==> config.mk <==
export PLATFORM = sky130hd
export DESIGN_NAME = image_vector_fetcher
export DESIGN_NICKNAME = d
export VERILOG_FILES = /design/src/rtl/image_vector_fetcher.sv
export SDC_FILE = /design/constraint.sdc
export NUM_CORES = 1
export LEC_CHECK = 0
export ABC_CLOCK_PERIOD_IN_PS = 6400
export BUFFER_PORTS_ARGS = -buffer_cell sky130_fd_sc_hd__buf_2
export CORE_AREA = 2 2 221 223
export DETAILED_ROUTE_END_ITERATION = 8
export DIE_AREA = 0 0 223 225
export GPL_TIMING_DRIVEN = 1
export HOLD_SLACK_MARGIN = 0.05
export PLACE_DENSITY = 0.42
export SLEW_MARGIN = 25
export SYNTH_ARGS = -nofsm -noshare
export SYNTH_HDL_FRONTEND = slang
export SYNTH_SLANG_ARGS = --single-unit
==> constraint.sdc <==
create_clock -name CLK -period 6.4 [get_ports CLK]
set_input_delay 1.28 -clock CLK [delete_from_list [all_inputs] [get_ports CLK]]
set_output_delay 1.28 -clock CLK [all_outputs]
set_load 0.05 [all_outputs]
==> src/rtl/image_vector_fetcher.sv <==
// Sweeps the image in LANES-pixel chunks, captures memory read data into a registered
// output vector and streams it downstream over valid/ready with row/column tags.
module image_vector_fetcher #(
  parameter int unsigned IMAGE_WIDTH  = 96,
  parameter int unsigned IMAGE_HEIGHT = 96,
  parameter int unsigned PIX_SIZE     = 8,
  parameter int unsigned LANES        = 8,
  parameter int unsigned VEC_LANES    = 16,
  parameter int unsigned LANE_W       = 16
) (
  input  logic                              CLK,
  input  logic                              RST,
  input  logic                              Start,
  input  logic                              Abort,
  output logic [15:0]                       Addr,
  input  logic [VEC_LANES-1:0][LANE_W-1:0]  RD,
  output logic [VEC_LANES-1:0][LANE_W-1:0]  VecOut,
  output logic                              VecValid,
  input  logic                              VecReady,
  output logic [15:0]                       RowTag,
  output logic [15:0]                       ColTag,
  output logic                              Busy,
  output logic                              Done
);

  localparam int unsigned NCHUNK   = IMAGE_WIDTH * IMAGE_HEIGHT / LANES;
  localparam int unsigned CPR      = IMAGE_WIDTH / LANES;
  localparam logic [15:0] LAST_PTR = 16'(NCHUNK - 1);
  localparam logic [15:0] LAST_COL = 16'(CPR - 1);
  localparam logic [15:0] LANES16  = 16'(LANES);

  typedef enum logic [1:0] {
    S_IDLE,
    S_RUN,
    S_DRAIN,
    S_DONE
  } state_t;

  state_t                           state_q;
  logic [15:0]                      ptr_q;
  logic [15:0]                      row_q;
  logic [15:0]                      col_q;
  logic [VEC_LANES-1:0][LANE_W-1:0] vec_q;
  logic [VEC_LANES-1:0][LANE_W-1:0] vec_d;
  logic                             valid_q;
  logic [15:0]                      row_tag_q;
  logic [15:0]                      col_tag_q;
  logic                             busy_q;
  logic                             done_q;
  logic                             load_c;
  logic                             unused_rd;

  // Only the low PIX_SIZE bits of the first LANES lanes carry pixel data.
  assign unused_rd = ^RD;

  // Zero-extend the valid pixel bits; lanes beyond LANES are forced to zero.
  always_comb begin
    vec_d = '0;
    for (int i = 0; i < int'(LANES); i++) begin
      vec_d[i] = LANE_W'(RD[i][PIX_SIZE-1:0]);
    end
  end

  // A new chunk may enter the output register when it is empty or being drained this cycle.
  assign load_c = (state_q == S_RUN) && (!valid_q || VecReady);

  always_ff @(posedge CLK or posedge RST) begin
    if (RST) begin
      state_q   <= S_IDLE;
      ptr_q     <= '0;
      row_q     <= '0;
      col_q     <= '0;
      vec_q     <= '0;
      valid_q   <= 1'b0;
      row_tag_q <= '0;
      col_tag_q <= '0;
      busy_q    <= 1'b0;
      done_q    <= 1'b0;
    end else begin
      done_q <= 1'b0;
      case (state_q)
        S_IDLE: begin
          if (Start) begin
            ptr_q   <= '0;
            row_q   <= '0;
            col_q   <= '0;
            busy_q  <= 1'b1;
            state_q <= S_RUN;
          end
        end

        S_RUN: begin
          if (Abort) begin
            valid_q <= 1'b0;
            ptr_q   <= '0;
            row_q   <= '0;
            col_q   <= '0;
            busy_q  <= 1'b0;
            state_q <= S_IDLE;
          end else if (load_c) begin
            vec_q     <= vec_d;
            row_tag_q <= row_q;
            col_tag_q <= col_q;
            valid_q   <= 1'b1;
            // ptr parks on the last chunk so Addr never runs past the image.
            if (ptr_q == LAST_PTR) begin
              state_q <= S_DRAIN;
            end else begin
              ptr_q <= ptr_q + 16'd1;
              if (col_q == LAST_COL) begin
                col_q <= '0;
                row_q <= row_q + 16'd1;
              end else begin
                col_q <= col_q + 16'd1;
              end
            end
          end
        end

        S_DRAIN: begin
          if (Abort) begin
            valid_q <= 1'b0;
            ptr_q   <= '0;
            row_q   <= '0;
            col_q   <= '0;
            busy_q  <= 1'b0;
            state_q <= S_IDLE;
          end else if (VecReady) begin
            valid_q <= 1'b0;
            done_q  <= 1'b1;
            ptr_q   <= '0;
            row_q   <= '0;
            col_q   <= '0;
            busy_q  <= 1'b0;
            state_q <= S_DONE;
          end
        end

        S_DONE: begin
          state_q <= S_IDLE;
        end

        default: begin
          state_q <= S_IDLE;
        end
      endcase
    end
  end

  assign Addr     = ptr_q * LANES16;
  assign VecOut   = vec_q;
  assign VecValid = valid_q;
  assign RowTag   = row_tag_q;
  assign ColTag   = col_tag_q;
  assign Busy     = busy_q;
  assign Done     = done_q;

endmodule
# Word-level counts from Yosys, hierarchy flattened
# Index checks and enable logic that the tools add are counted.
[word_totals]
ff_bits = 149
latchBits = 0
rom_bits = 0
out_inout_bits = 307
ram_bits = 0
mem_count = 0
[op_classes]
shift = 0
mul = 0
n_lt_le_gt_ge = 0
n_eq_ne = 12
reduce_logical = 12
addsub = 3
bitwise = 1
div = 0
n_mux = 35
[op_table]
columns = ["cell", "count"]
rows = [
  ["16-bit two-way mux", 14],
  ["16-bit one-hot mux with 3 select lines", 3],
  ["16-bit by 1-bit adder with 16-bit output, second input constant", 3],
  ["16-bit by 11-bit equality test with 1-bit output, second input constant", 1],
  ["16-bit by 4-bit equality test with 1-bit output, second input constant", 1],
  ["2-bit two-way mux", 6],
  ["1-bit two-way mux", 9],
  ["3-bit inequality test, second input constant", 3],
  ["2-bit one-hot mux with 4 select lines", 1],
  ["4-bit AND reduction", 2],
  ["3-bit by 2-bit inequality test with 1-bit output, second input constant", 2],
  ["3-bit AND reduction", 2],
  ["6-bit AND reduction", 1],
  ["5-bit AND reduction", 1],
  ["2-bit equality test, second input constant", 2],
  ["2-bit inequality test, second input constant", 2],
  ["1-bit one-hot mux with 3 select lines", 1],
  ["3-bit nonzero test", 1],
  ["2-bit by 1-bit equality test with 1-bit output, second input constant", 1],
  ["2-bit logical NOT", 1],
  ["1-bit one-hot mux with 2 select lines", 1],
  ["2-bit nonzero test", 1],
  ["1-bit logical AND", 1],
  ["1-bit logical NOT", 1],
  ["2 further kinds", 2],
]

# Depth between registers and ports, before layout
# Gate-level depths: netlist of the first run.
[logic_depth]
depth_word = 6
mapped_depth = 10
mapped_depth_nobuf = 7

# Worst setup path before layout of the first run
# Ideal clock, no wire load.
[synth_path]
kind = "input to register"
from = "input port Abort"
to = "register vec_q (netlist bit VecOut[0])"
setup_ns = 0.125
n_path_buf = 2
slack_ns = 3.705
arrival_ns = 2.570
cell_stages = 5
cell_sequence = "nand2b_1 nor2_1 clkbuf_1 buf_2 mux2_2"
[synth_between]
elab_chain_cells = 2
[synth_lines]
columns = ["element", "line", "source"]
rows = [
  ["from (decl)", "14", "input logic Abort,"],
  ["1-bit NOT (no line)", "-", ""],
  ["3-bit AND reduction (no line)", "-", ""],
  ["to (signal assigned)", "101", "vec_q <= vec_d;"],
  ["to (decl)", "43", "logic [VEC_LANES-1:0][LANE_W-1:0] vec_q;"],
]
# Every way passes these cells.
# A chain may end at the register's enable or synchronous reset.

# Worst setup path after layout of the first run
[layout_path]
from = "input port Start"
to = "register row_q[4]"
[layout_between]
elab_chain_cells = 2
[layout_lines]
columns = ["element", "line", "source"]
rows = [
  ["from (decl)", "13", "input logic Start,"],
  ["2-bit inequality test (no line)", "-", ""],
  ["6-bit AND reduction (no line)", "-", ""],
  ["to (signal assigned)", "112", "row_q <= row_q + 16'd1;"],
  ["to (decl)", "41", "logic [15:0] row_q;"],
]
# Every way passes these cells.

==> metrics.csv, run 1 <==
metric;value;unit
worst slew pin tran;0.997;ns
min-delay src;VecOut[98]$_DFFE_PP0P_;
RSZ-0062 raised after global routing;false;
EDFF count, synth;0;
Die Ht;225;um
cell area after synthesis;8270;um^2
worst path arrival time;3.24;ns
clock buffer depth;2;
worst r2r src;state_q[0]$_DFFE_PP0P_;
Syn Inst Count;753;
clock-pin slew on the worst setup and hold paths;0.06;ns
logic gate share of total power;47.4;%
Reg power frac;28.8;%
ANT cells;0;
first-pass GRT wire length;30700;um
pre-CTS WS;2.52;ns
peak supply drop;0.000164;V
Final Hold Fails;0;
hold depth;1;
fraction of layout cells with a size suffix above 1;35.7;%
Reg area;3730;um^2
fin nets;1181;
Post-Route Skew;0.00981;ns
# H-tree levels;4;
final routed DRC violation total;0;
Tcrit/Tclk final;45.8;%
wire per inst;13.3;um
Final setup viols;0;
Total GRT Usage;8.01;%
Pre-antenna DRT Iters;4;
chip width;223;um
pwr dens;465;nW/um^2
via count;5488;
WL final;20500;um
Multi-input gate area;3530;um^2
Netlist cell types;62;
Resized Gates After CTS;0;
leakage power;4.68;nW
clk_lat worst skew;0.44;ns
max_slew headroom;33.5;%
average footprint of a synthesized cell;11.0;um^2
Site Rows;80;
total chip power;4.49;mW
Seq/Total Area, Yosys;45.1;%
YS warnings;0;
R2R cell count;7;
routability cong.;0.674;
P_int;2.32;mW
final max-slew violation count;0;
Die ar.;50200;um^2
Layout fillers;5203;
post-DP HPWL;14900;um
largest net degree at the start of global routing;71;
CP Max Fanout;17;
floorplan core area;47500;um^2
minimum clock period;2.93;ns
top_reg_cell synth;dfrtp_1;
Clock Sinks;149;
Setup WS post-layout;3.47;ns
CTS tree;yes;
TritonCTS buffer count;17;
crit path from;Start;
CTS root buf;clkbuf_16;
fmax;341;MHz
Initial Util;17.4;%
initial antenna violation count;2;
Hold Buf Count CTS;0;
Worst Path Required;6.71;ns
Worst Hold Class;flop to flop;
kind of critical path;primary input to flop;
max_cap viols;0;
clock share of power;23.7;%
synth-to-layout area growth;16.6;%
vias in the first global route;5080;
switching pwr;2.17;mW
Net Sw Frac;48.3;%
hold slack;0.499;ns
asr flop ratio synth;100;%
initial DRC count;233;
ANT nets after route;0;
endpoint class of the critical path;flop;
DR vias/cell;3.56;
post-CTS setup buffer count;0;
crit path launch type;primary input;
Overflow after GRT;0;
flop and latch count out of synthesis;149;
IO Count;568;
Buffers on Ports;180;
result of the run;finished clean;
TNS Setup;0;ns
==> layout make-up <==
| class | instances | share of cell area, % |
|---|---|---|
| sequential | 149 | 38.7 |
| timing repair buffer | 185 | 9.99 |
| inverter | 10 | 0.441 |
| clock inverter | 14 | 1.79 |
| tap | 615 | 7.98 |
| multi-input combinational | 550 | 36.6 |
| clock buffer | 18 | 4.55 |
==> critical path, stage by stage <==
cell and delay, ns:
buf_2 0.11, nor2b_2 0.06, or2_2 0.46, nand2b_1 0.58, a21oi_1 0.59, a31oi_1 0.15
==> path summary, 6_finish.rpt <==
path,to,slack (ns)
worst max register to register,row_q[4]$_DFFE_PP0P_,3.58
max in group asynchronous,ptr_q[15]$_DFFE_PP0P_,4.33
worst min-delay path,VecOut[98]$_DFFE_PP0P_,0.50
min in group asynchronous,VecOut[35]$_DFFE_PP0P_,0.94
worst min register to register,VecOut[98]$_DFFE_PP0P_,0.50
worst max-delay path,row_q[4]$_DFFE_PP0P_,3.47
==> state kept, by name, summed over array words and instances (netlist names) <==
signal and cells:
Busy 1, ColTag 16, Done 1, RowTag 16, VecOut 64, VecValid 1
col_q 16, ptr_q 16, row_q 16, state_q 2
==> routing by layer <==
metal,wire [um],GRT usage (%)
met1,8450,9.56
met3,1640,3.14
met2,10100,13.1
met4,261,2.79
met5,23,0
==> cell families (layout without fill, tap and decap cells) <==
family                     count (synthesis)  in the layout  synth area share, %
buffers and inverters                    248            227                 21.2
and+or+nand+nor                          148            148                 10.3
AOI/OAI and AO/OA                         97             97                 8.56
xor gates and xnor gates                   7              7                0.741
muxes                                     96             96                 13.1
DFF                                      149            149                 45.1
adders and majority gates                  7              7                 1.06
other                                      1            195               0.0453
==> cells in the final DEF, fill, tap and decap left out, types with 4 or more instances in the layout <==
| cell type | count |
|---|---|
| a31oi_1 | 6 |
| a21o_1 | 4 |
| nor2_1 | 25 |
| a21oi_1 | 10 |
| o21ai_1 | 5 |
| o41ai_1 | 4 |
| and3_1 | 5 |
| inv_6 | 5 |
| nand3_1 | 22 |
| dfrtp_1 | 149 |
| o31ai_1 | 24 |
| nand2_1 | 30 |
| xor2_1 | 6 |
| ha_1 | 7 |
| or4_1 | 5 |
| clkbuf_16 | 17 |
| buf_2 | 180 |
| mux2_2 | 96 |
| o21ai_0 | 10 |
| nand4_1 | 14 |
| inv_1 | 9 |
| nor2b_1 | 5 |
| nor3_1 | 10 |
| nor4_1 | 5 |
| o22a_1 | 5 |
| conb_1 | 195 |
| nand2b_1 | 4 |
==> cell usage after synthesis (6+ instances only) <==
cell	number	area share, %
buf_2	14	0.85
inv_1	10	0.45
nor2_1	26	1.2
a31oi_1	6	0.45
mux2_2	96	13
o21ai_0	10	0.60
clkbuf_1	11	0.50
xor2_1	6	0.64
buf_4	210	19
a21oi_1	11	0.67
nand3_1	22	1.3
nand2_1	30	1.4
nand4_1	14	1.1
o31ai_1	24	2.2
nor3_1	10	0.60
ha_1	7	1.1
dfrtp_1	149	45
==> power by group through the flow <==
stage	registers, mW	logic [mW]	clock network (mW)
floorplan	2.09	1.01	0
global placement	1.31	2.15	0
detailed placement	1.32	2.15	0
CTS	1.30	2.15	1.12
global route	1.33	2.25	1.15
finish	1.30	2.13	1.07
==> through the flow <==
stage / instances / utilization, % / instance area (um^2)
after global placement: 1508 / 19.0 / 9010
final: 1541 / 20.3 / 9650
after detailed placement: 1508 / 19.0 / 9010
after floorplan: 947 / - / 9000
after global routing: 1541 / 20.3 / 9650
after CTS: 1540 / 20.2 / 9630
No activity file was read; power rests on OpenSTA's default activity.
==> inputs of run 2 (changes only) <==
--- a/config.mk
+++ b/config.mk
@@ -5,7 +5,7 @@
 export SDC_FILE = /design/constraint.sdc
 export NUM_CORES = 1
 export LEC_CHECK = 0
-export ABC_CLOCK_PERIOD_IN_PS = 6400
+export ABC_CLOCK_PERIOD_IN_PS = 2700
 export BUFFER_PORTS_ARGS = -buffer_cell sky130_fd_sc_hd__buf_2
 export CORE_AREA = 2 2 221 223
 export DETAILED_ROUTE_END_ITERATION = 8
==> constraint.sdc (replaced) <==
create_clock -name CLK -period 2.7 [get_ports CLK]
set_input_delay 0.54 -clock CLK [delete_from_list [all_inputs] [get_ports CLK]]
set_output_delay 0.54 -clock CLK [all_outputs]
set_load 0.05 [all_outputs]
==> run 2 against run 1 <==
Global-route usage is 0.074 points lower. Die area stayed put. Combinational power is 140% higher. Clock skew is 0.0045 ns higher. Power is 140% higher. Via count is 0.58% higher. Largest power group unchanged. Critical path depth stayed put. Count of clock-buffer cells in the layout is 1 lower. Sequential power is 140% higher. Register-to-register slack worse by 3.4 ns. Final cell count is 1.2% higher.
==> metrics.csv, run 2 (synthesis results as in run 1) <==
metric;value;unit
Reg area;3730;um^2
routability cong.;0.698;
WL final;20400;um
worst slew pin tran;0.634;ns
met1 wire length;8350;um
TNS Setup;0;ns
minimum clock period;2.49;ns
result of the run;finished clean;
Worst Hold Class;primary input to asynchronous set/reset pin;
Pre-antenna DRT Iters;4;
post-DP HPWL;15000;um
Reg2Reg Setup Slack;0.21;ns
fmax;402;MHz
TritonCTS buffer count;17;
Post-Route Skew;0.0143;ns
initial DRC count;230;
crit path launch type;flop;
Die Ht;225;um
kind of critical path;flop to flop;
Overflow after GRT;0;
floorplan core area;47500;um^2
most frequent cells in the layout;conb_1, buf_2, dfrtp_1;
total chip power;10.7;mW
Largest register FFs;64;
fraction of layout cells with a size suffix above 1;36.8;%
RSZ-0062 raised after global routing;false;
Post-Route Utilization;20.6;%
post-CTS setup buffer count;0;
switching pwr;5.25;mW
synth-to-layout area growth;18.1;%
wire per inst;13.1;um
first-pass GRT wire length;30200;um
Resized Gates After CTS;0;
Initial Util;17.4;%
Tcrit/Tclk final;92.0;%
final max-slew violation count;0;
Net Sw Frac;49.0;%
Buffers on Ports;180;
Worst Path Required;3.04;ns
Max Used Layer;met5;
clock share of power;22.7;%
max_cap viols;0;
CP Max Fanout;13;
Die ar.;50200;um^2
Total GRT Usage;7.93;%
max_slew headroom;57.3;%
ANT nets after route;0;
DR vias/cell;3.54;
leakage power;4.75;nW
DR WL met2;10000;um
P_int;5.47;mW
final routed DRC violation total;0;
via count;5520;
fin nets;1198;
hold slack;0.214;ns
initial antenna violation count;3;
pwr dens;1100;nW/um^2
# H-tree levels;4;
Site Rows;80;
endpoint class of the critical path;flop;
clock-pin slew on the worst setup and hold paths;0.07;ns
worst path arrival time;2.82;ns
clock buffer depth;2;
Final Hold Fails;0;
leading cell type in the layout, fill and taps excluded;conb_1;
logic gate share of total power;48.7;%
CTS root buf;clkbuf_16;
Clock Sinks;149;
Hold Buf Count CTS;0;
Multi-input gate area;3530;um^2
met3 WL post-DR;1740;um
vias in the first global route;4925;
Layout fillers;5209;
clk_lat worst skew;0.44;ns
Final setup viols;0;
IO Count;568;
largest net degree at the start of global routing;100;
peak supply drop;0.000479;V
chip width;223;um
CTS tree;yes;
Reg power frac;28.6;%
run 2: cell types whose count changed in the layout (fill, tap and decap cells not counted), moves of 2 or more:
cell / delta
inv_8: +3
buf_4: +15
buf_12: +2
clkinv_2: -3
bufinv_16: -2
clkinvlp_4: +2
run 2: metal layers:
layer	track usage (%)	vias up
li1	-	2604
met1	9.51	2672
met2	12.8	222
met3	3.38	18
met4	2.66	4
met5	0	-
run 2: final cells by class:
| class | instances | share of cell area (%) |
|---|---|---|
| Sequential cell | 149 | 38.1 |
| Antenna cell | 1 | 0.0256 |
| Timing Repair Buffer | 202 | 11.4 |
| Clock inverter | 15 | 1.68 |
| Multi-Input combinational cell | 550 | 36.1 |
| Tap cell | 615 | 7.87 |
| Clock buffer | 17 | 4.35 |
| Inverter | 10 | 0.422 |
run 2: power groups by stage:
stage | clock (mW) | sequential [mW] | combinational (mW)
after floorplan | 0 | 4.96 | 2.39
after detailed placement | 0 | 3.11 | 5.29
final | 2.44 | 3.06 | 5.21
after global placement | 0 | 3.10 | 5.28
after CTS | 2.56 | 3.07 | 5.29
after global routing | 2.65 | 3.15 | 5.51
run 2: path summary, 6_finish.rpt:
| kind | start | endpoint | cells past startpoint |
|---|---|---|---|
| max | col_q[0]$_DFFE_PP0P_ | col_q[12]$_DFFE_PP0P_ | 6 |
| min in group CLK | RD[100] | VecOut[100]$_DFFE_PP0P_ | 2 |
| min reg2reg | VecOut[5]$_DFFE_PP0P_ | VecOut[5]$_DFFE_PP0P_ | 1 |
| min | RST | VecOut[71]$_DFFE_PP0P_ | 3 |
| max in group asynchronous | RST | VecOut[4]$_DFFE_PP0P_ | 3 |
| max reg2reg | col_q[0]$_DFFE_PP0P_ | col_q[12]$_DFFE_PP0P_ | 6 |
run 2: worst max-delay path: stages (launching register included):
cell and delay, ns:
dfrtp_1 0.40, ha_1 0.26, nor4b_2 0.18, and4_1 0.31
nor2_1 0.52, o21ai_2 0.35, o31ai_1 0.35
run 2: per-stage QoR:
step	worst slack [ns]	instances	area, um^2
floorplan	0.285	947	9000
global placement	0.191	1526	9180
detailed placement	0.213	1526	9180
CTS	0.199	1558	9770
global route	0.0213	1558	9770
finish	0.215	1559	9770
